File: src/rtl/lsu_mem_master.sv
// rtl/lsu_mem_master.sv - load/store initiator driving a word-wide single-port data memory
// Optional alignment checking is enabled by defining LSU_ALIGN_CHECK_EN.
module lsu_mem_master #(
    parameter int mem_addr_w_p  = 10,
    parameter int data_w_p      = 32,
    parameter int byte_addr_w_p = mem_addr_w_p + 2
) (
    input  logic                     clk_i,
    input  logic                     rstn_i,
    input  logic                     req_valid_i,
    output logic                     req_ready_o,
    input  logic                     req_we_i,
    input  logic [1:0]               req_size_i,
    input  logic                     req_unsigned_i,
    input  logic [byte_addr_w_p-1:0] req_addr_i,
    input  logic [data_w_p-1:0]      req_wdata_i,
    output logic                     rsp_valid_o,
    output logic [data_w_p-1:0]      rsp_rdata_o,
    output logic                     rsp_err_o,
    output logic [mem_addr_w_p-1:0]  mem_addr_o,
    output logic                     mem_rd_en_o,
    output logic                     mem_wr_en_o,
    output logic [data_w_p-1:0]      mem_data_o,
    input  logic [data_w_p-1:0]      mem_data_i
);

    typedef enum logic [2:0] {IDLE, RD, RD_WAIT, WR, RESP} state_e;

    state_e                   state_q, state_d;
    logic                     we_q;
    logic [1:0]               size_q;
    logic                     unsigned_q;
    logic [byte_addr_w_p-1:0] addr_q;
    logic [data_w_p-1:0]      merge_q;
    logic [data_w_p-1:0]      rdata_q;
    logic                     err_q;

    logic                     accept;
    logic                     misaligned;
    logic [byte_addr_w_p-1:0] addr_al;

    function automatic logic [31:0] load_ext(input logic [31:0] w, input logic [1:0] sz,
                                             input logic [1:0] ln, input logic uns);
        logic [31:0] sh;
        logic [7:0]  b;
        logic [15:0] h;
        sh = w >> {ln, 3'b000};
        b  = sh[7:0];
        h  = ln[1] ? w[31:16] : w[15:0];
        case (sz)
            2'b00:   load_ext = uns ? {24'b0, b} : {{24{b[7]}}, b};
            2'b01:   load_ext = uns ? {16'b0, h} : {{16{h[15]}}, h};
            default: load_ext = w;
        endcase
    endfunction

    function automatic logic [31:0] st_merge(input logic [31:0] w, input logic [15:0] d,
                                             input logic [1:0] sz, input logic [1:0] ln);
        logic [31:0] m;
        m = w;
        if (sz == 2'b00) begin
            m[{ln, 3'b000} +: 8] = d[7:0];
        end else if (ln[1]) begin
            m[31:16] = d;
        end else begin
            m[15:0] = d;
        end
        st_merge = m;
    endfunction

    always_comb begin
        misaligned = 1'b0;
        addr_al    = req_addr_i;
`ifdef LSU_ALIGN_CHECK_EN
        misaligned = ((req_size_i == 2'b01) && req_addr_i[0]) ||
                     (req_size_i[1] && (req_addr_i[1:0] != 2'b00));
`else
        if (req_size_i == 2'b01) begin
            addr_al[0] = 1'b0;
        end else if (req_size_i[1]) begin
            addr_al[1:0] = 2'b00;
        end
`endif
    end

    // Ready is gated by reset so nothing is accepted while held in reset.
    assign accept = req_valid_i && req_ready_o;

    always_ff @(posedge clk_i or negedge rstn_i) begin
        if (!rstn_i) begin
            state_q <= IDLE;
        end else begin
            state_q <= state_d;
        end
    end

    always_comb begin
        state_d     = state_q;
        req_ready_o = 1'b0;
        mem_rd_en_o = 1'b0;
        mem_wr_en_o = 1'b0;
        rsp_valid_o = 1'b0;
        case (state_q)
            IDLE: begin
                req_ready_o = rstn_i;
                if (req_valid_i && rstn_i) begin
                    if (misaligned) begin
                        state_d = RESP;
                    end else if (req_we_i && req_size_i[1]) begin
                        state_d = WR;
                    end else begin
                        state_d = RD;
                    end
                end
            end
            RD: begin
                mem_rd_en_o = 1'b1;
                state_d     = RD_WAIT;
            end
            RD_WAIT: state_d = we_q ? WR : RESP;
            WR: begin
                mem_wr_en_o = 1'b1;
                state_d     = RESP;
            end
            RESP: begin
                rsp_valid_o = 1'b1;
                state_d     = IDLE;
            end
            default: state_d = IDLE;
        endcase
    end

    // merge_q holds the store data at accept and the merged word after RD_WAIT.
    always_ff @(posedge clk_i or negedge rstn_i) begin
        if (!rstn_i) begin
            we_q       <= 1'b0;
            size_q     <= 2'b00;
            unsigned_q <= 1'b0;
            addr_q     <= '0;
            merge_q    <= '0;
            rdata_q    <= '0;
            err_q      <= 1'b0;
        end else begin
            if (accept) begin
                we_q       <= req_we_i;
                size_q     <= req_size_i;
                unsigned_q <= req_unsigned_i;
                addr_q     <= addr_al;
                merge_q    <= req_wdata_i;
                if (misaligned) begin
                    rdata_q <= '0;
                    err_q   <= 1'b1;
                end
            end
            if (state_q == RD_WAIT) begin
                if (we_q) begin
                    merge_q <= st_merge(mem_data_i, merge_q[15:0], size_q, addr_q[1:0]);
                end else begin
                    rdata_q <= load_ext(mem_data_i, size_q, addr_q[1:0], unsigned_q);
                    err_q   <= 1'b0;
                end
            end
            if (state_q == WR) begin
                rdata_q <= '0;
                err_q   <= 1'b0;
            end
        end
    end

    assign mem_addr_o  = addr_q[byte_addr_w_p-1:2];
    assign mem_data_o  = merge_q;
    assign rsp_rdata_o = rdata_q;
    assign rsp_err_o   = err_q;

endmodule

File: config.mk
export PLATFORM = sky130hd
export DESIGN_NAME = lsu_mem_master
export DESIGN_NICKNAME = d
export VERILOG_FILES = /design/src/rtl/lsu_mem_master.sv
export SDC_FILE = /design/constraint.sdc
export NUM_CORES = 1
export LEC_CHECK = 0
export ABC_AREA = 1
export BUFFER_PORTS_ARGS = -buffer_cell sky130_fd_sc_hd__buf_2
export CAP_MARGIN = 25
export CELL_PAD_IN_SITES_DETAIL_PLACEMENT = 0
export CELL_PAD_IN_SITES_GLOBAL_PLACEMENT = 1
export CORE_ASPECT_RATIO = 0.9
export CORE_UTILIZATION = 36
export DETAILED_ROUTE_END_ITERATION = 6
export GPL_TIMING_DRIVEN = 0
export PLACE_DENSITY = 0.92
export SYNTH_ARGS = -nofsm -noshare
export SYNTH_HDL_FRONTEND = slang
export SYNTH_SLANG_ARGS = --single-unit
File: constraint.sdc
create_clock -name clk_i -period 2.8 [get_ports clk_i]
set_clock_uncertainty 0.15 [all_clocks]
set_input_delay 0.56 -clock clk_i [delete_from_list [all_inputs] [get_ports clk_i]]
set_output_delay 0.56 -clock clk_i [all_outputs]
set_load 0.05 [all_outputs]
# Word level (Yosys, flattened, before mapping)
# Index checks and enable logic that the tools add are counted.
# totals
regBits,84
out_inout_bits,79
latchBits,0
ramBits,0
inputBits,83
n_memories,0
rom_bits,0
elab_cells,57
# classes
n_mul,0
div,0
magnitude_cmp,0
reduce_logical,7
muxes,28
addsub,1
n_eq_ne,9
bitwise,0
n_shift,3
# ops
cell,count
32-bit 2-to-1 mux,9
32-bit case mux with 2 select lines,1
16-bit 2-to-1 mux,3
32-bit bitwise mux,1
"8-bit by 7-bit variable shift with 32-bit output, first input constant",1
8-bit by 7-bit indexed part select with 32-bit output,1
32-bit by 5-bit right shift with 8-bit output,1
3-bit case mux with 4 select lines,1
1-bit 2-to-1 mux,9
5-bit negation with 7-bit output,1
"3-bit by 2-bit equality test with 1-bit output, second input constant",2
3-bit 2-to-1 mux,2
"2-bit by 1-bit equality test with 1-bit output, second input constant",2
2-bit 2-to-1 mux,2
"4-bit by 3-bit inequality test with 1-bit output, second input constant",1
"3-bit by 1-bit equality test with 1-bit output, second input constant",1
"3-bit equality test, second input constant",1
1-bit logical AND,3
3-bit logical NOT,1
2-bit logical NOT,1
"2-bit by 1-bit inequality test with 1-bit output, second input constant",1
"2-bit inequality test, second input constant",1
2-bit AND reduction,1
2-bit nonzero test,1

# Logic depth before layout (Yosys ltp)
# depth
depth_word,6
mapped_depth,10

# Worst setup path before layout
# Ideal clock, no wire load.
# synth_timing
path_kind,reg2reg
startpoint,register state_q[1]
endpoint,register rdata_q[7] (netlist: rsp_rdata_o[7])
t_arrival_ps,2179
slack_ps,348
t_required_ps,2527
path_buffers,1
stages_incl_launch_ff,7
synth_period_minus_slack_ps,2452
path_cell_list,dfrtp_1 -> inv_1 -> nor3_1 -> nor2_1 -> buf_2 -> nand2_1 -> nand2_1
# synth_between
elab_chain_len,3
word_cells_on_any_way,6
cone_classes,eq/ne: 3; mux: 1; reduce/logical: 2
# synth_lines
item,line_no,text
"start, declared",29,"state_e state_q, state_d;"
"start signal, assigned",93,state_q <= state_d;
3-bit by 2-bit equality test with 1-bit output (on tied branches),"163, 155",
2-bit by 1-bit inequality test with 1-bit output (no line) / 2-bit nonzero test (equally long branches),--,
2-bit AND reduction (no line),--,
"end signal, assigned",159,"rdata_q <= load_ext(mem_data_i, size_q, addr_q[1:0], unsigned_q);"
"end, declared",35,logic [data_w_p-1:0] rdata_q;
# Parallel ways exist; a longest one is shown, timed or not.
# A chain may end at the register's enable or synchronous reset.

# Worst setup path in the final report
# layout_timing
startpoint,register addr_q[1]
endpoint,register merge_q[30] (netlist: mem_data_o[30])
# layout_between
elab_chain_len,6
word_cells_on_any_way,8
cone_classes,add/sub: 1; shift: 2; mux: 5
# layout_lines
item,line_no,text
"start, declared",33,logic [byte_addr_w_p-1:0] addr_q;
"start signal, assigned",148,addr_q <= addr_al;
5-bit negation with 7-bit output,62,"m[{ln, 3'b000} +: 8] = d[7:0];"
8-bit by 7-bit indexed part select with 32-bit output / 8-bit by 7-bit variable shift with 32-bit output (equally long branches),62,
32-bit bitwise mux,62,
32-bit 2-to-1 mux *,61,if (sz == 2'b00) begin
32-bit 2-to-1 mux *,156,if (we_q) begin
32-bit 2-to-1 mux *,155,if (state_q == RD_WAIT) begin
"end signal, assigned",149,merge_q <= req_wdata_i;
"end signal, assigned",157,"merge_q <= st_merge(mem_data_i, merge_q[15:0], size_q, addr_q[1:0]);"
"end, declared",34,logic [data_w_p-1:0] merge_q;
# Mark *: on every way between the ends. The rest lies on a longest branch, timed or not.

==> results_dict.tcl <==
set metrics [dict create \
    htreeDepth 3 \
    area_delta_synth_final_pct 26.69 \
    leakagePower_nw 3.687 \
    placed_cell_area_um2 6304 \
    power_switching_mw 4.914 \
    antenna_found_initial 0 \
    grt_overflow 0 \
    dr.max_layer_used "met4" \
    vias 5712 \
    cpMaxStageDelayCell "clkbuf_1" \
    finalNonFillerCells 1161 \
    wl_per_cell_um 15.73 \
    crit_type "flop to flop" \
    yosys_warnings 0 \
    die_h_um 116.4 \
    powerDensity_nw_per_um2 1330 \
    core_um2 14110 \
    power_mw 8.817 \
    fill_cells 1503 \
    drt_pass1_iterations 5 \
    hold_violations 5 \
    yosys.cell_types.count 30 \
    initial_core_util 0.3708 \
    clk_path_buf_depth 2 \
    synth_top_area_cell "dfrtp_1" \
    async_reset_ff_frac 1.000 \
    maxSlewViolCount 0 \
    worstPathRequired_ns 2.95 \
    ios 162 \
    run_status "finished with violations" \
    grt_pass1_vias 5237 \
    routed-wl-met2_um 8003 \
    stdcell_area_um2 6628 \
    synth_commonest_cells "nand2_1 (340), dfrtp_1 (83), nand3_1 (62)" \
    hp-class "input port to asynchronous set/reset pin" \
    yosysMostFrequentCell "nand2_1" \
    seqPwrFrac 0.250 \
    final_antenna_net_count 0 \
    cts_tree "yes" \
    grt_max_degree 55 \
    worst_pin_slew_ns 0.5852 \
    drive_above_1_share 0.2490 \
    clkLatencyLatePin_ns 0.36 \
    place_inst 1145 \
    die-area_um2 15020 \
    numCtsBuffers 9 \
    synth_edf_count 0 \
    cts.clk_slew.worst_paths_ns 0.07 \
    drc 0 \
    setup-tns-final_ns 0 \
    syn_inst 791 \
    die_w_um 129.1 \
    cts_num_sinks 83 \
    cp_cell_sequence "inv_2 -> clkbuf_1 -> ha_1 -> clkinv_1 -> nand3_1 -> or2_2 -> nand4_1 -> nand2_1 -> inv_1" \
    port_buffers 160 \
    wl_met1_um 8572 \
    wl_met3_um 1446 \
    ys.flop_type "dfrtp_1" \
    internal_power_mw 3.903 \
    ys_ff_latch 83 \
    rows 41 \
    grtUsageTotal 0.2530 \
    netlist.area_leader.share 0.3970 \
    grt_pass1_wl_um 28240 \
    final.period_utilization 0.9159 \
    maxCapViolations 0 \
    cp_max_fo 12 \
    postCtsSetupRepairBufs 0 \
    ctsHoldBuffers 0 \
    wirelength_um 18270 \
    combPwrFrac 0.601 \
    endpoint_kind "flop" \
    start_kind "flop" \
    whs_ns -0.007797 \
    worstPathArrival_ns 2.72 \
    synthesis.nets 879 \
    max_freq_ghz 0.3899 \
    gp_congestion 0.9241 \
    ys_seq_area_frac 0.3970 \
    layout.nets 1051 \
    dp_hpwl_um 14410 \
    relSlewSlack 0.6099 \
    avgSynthCellArea_um2 6.613 \
    rsz0062_at_grt "false" \
    max-vdd-ir-drop_mv 0.5732 \
    utilization 0.4698 \
    p_clk_frac 0.148 \
    min_period_ns 2.564 \
    synth_area_leaders "dfrtp_1 (40%), nand2_1 (24%), nand3_1 (5.9%), o21ai_0 (5.6%), a21oi_1 (4.2%)" \
    cts-resized-gates 0 \
    failed_checks "hold timing" \
    setup_viol 0 \
    synthesis.area_um2 5231 \
    num_antenna_cells 0 \
    drt_iter0_markers 557 \
    critPathMaxStageDelay_ns 0.49 \
    p_sw_frac 0.5573 \
    ctsRootBufferMaster "clkbuf_16" \
    vias_per_cell 4.920 \
]
-- metrics by stage --
step	setup slack (ns)	hold slack (ns)
4_1_cts	0.2996	0.003423
3_5_place_dp	0.09309	0.3107
2_1_floorplan	0.3479	0.1144
6_report	0.2355	-0.007797
5_1_grt	0.1312	0.02329
3_3_place_gp	-0.7712	0.3050
-- layer usage --
layer  vias up  GRT usage
met4         0    0.05804
met3        24    0.06367
met5         -          0
met1      2614     0.3548
li1       2833          -
met2       241     0.3924
-- placed cells by master, fill, tap and decap left out, types with 2 or more instances in the layout --
cell type / count
buf_2: 181
o21ai_0: 59
nand4_1: 2
buf_4: 12
bufinv_16: 2
nor3_1: 3
nand2_2: 12
ha_1: 5
a21oi_1: 44
o22ai_1: 5
nand3_1: 62
nor2_1: 44
nand2_1: 340
nor2_4: 3
inv_6: 2
clkbuf_1: 11
nand2_4: 2
nor2_2: 2
inv_2: 7
clkbuf_16: 9
o21ai_1: 2
inv_1: 57
o211ai_1: 6
dfrtp_1: 83
-- cell families after synthesis --
group / count (synthesis) / synth area share
DFF: 83 / 0.3970
and+or+nand+nor: 475 / 0.3793
AOI/OAI and AO/OA: 116 / 0.1150
other: 1 / 0.0007168
adders and majority gates: 5 / 0.01196
buffers and inverters: 111 / 0.09591
-- cell type report --
cell class | instances | area [um^2] | share of cell area
plain buffers | 46 | 257.7 | 0.03889
clock buffers | 9 | 225.2 | 0.03398
clock inverters | 7 | 98.84 | 0.01491
inverters | 65 | 244.0 | 0.03681
multi-input cells | 597 | 2653 | 0.4002
flip-flops and latches | 83 | 2077 | 0.3134
well taps | 193 | 241.5 | 0.03644
repair buffers | 161 | 830.8 | 0.1254
-- final timing paths --
path                                            start  cells after the start                     endpoint  slack [ns]
min in group clk_i                      req_addr_i[4]                      3        addr_q[4]$_DFFE_PN0N_        0.26
worst max-delay path            addr_q[1]$_DFFE_PN0N_                      9     mem_data_o[30]$_DFF_PN0_        0.24
worst min register to register  addr_q[2]$_DFFE_PN0N_                      2        addr_q[2]$_DFFE_PN0N_        0.32
worst min-delay path                           rstn_i                      1     mem_data_o[23]$_DFF_PN0_      -0.008
worst max register to register  addr_q[1]$_DFFE_PN0N_                      9     mem_data_o[30]$_DFF_PN0_        0.24
max in group asynchronous                      rstn_i                      2  rsp_rdata_o[31]$_DFFE_PN0P_        1.89
-- sequential cells by signal, summed over array words and instances, names as in the netlist --
name         flops
mem_data_o      32
rsp_rdata_o     32
addr_q          12
unsigned_q       1
state_q          3
we_q             1
size_q           2
-- power groups by stage --
stage | logic, mW | clock network, mW | registers, mW
6_report | 5.30 | 1.31 | 2.21
5_1_grt | 5.77 | 1.39 | 2.28
3_5_place_dp | 5.28 | 0 | 2.22
3_3_place_gp | 5.24 | 0 | 2.21
4_1_cts | 5.29 | 1.33 | 2.21
2_1_floorplan | 2.49 | 0 | 3.66
-- worst max-delay path: cells and delay by family, from the launching register on --
family	cells	cell delay, ns
adders and majority gates	1	0.38
buffers and inverters	4	0.90
DFF	1	0.44
and+or+nand+nor	4	0.64
(Power assumes the default switching activity.)
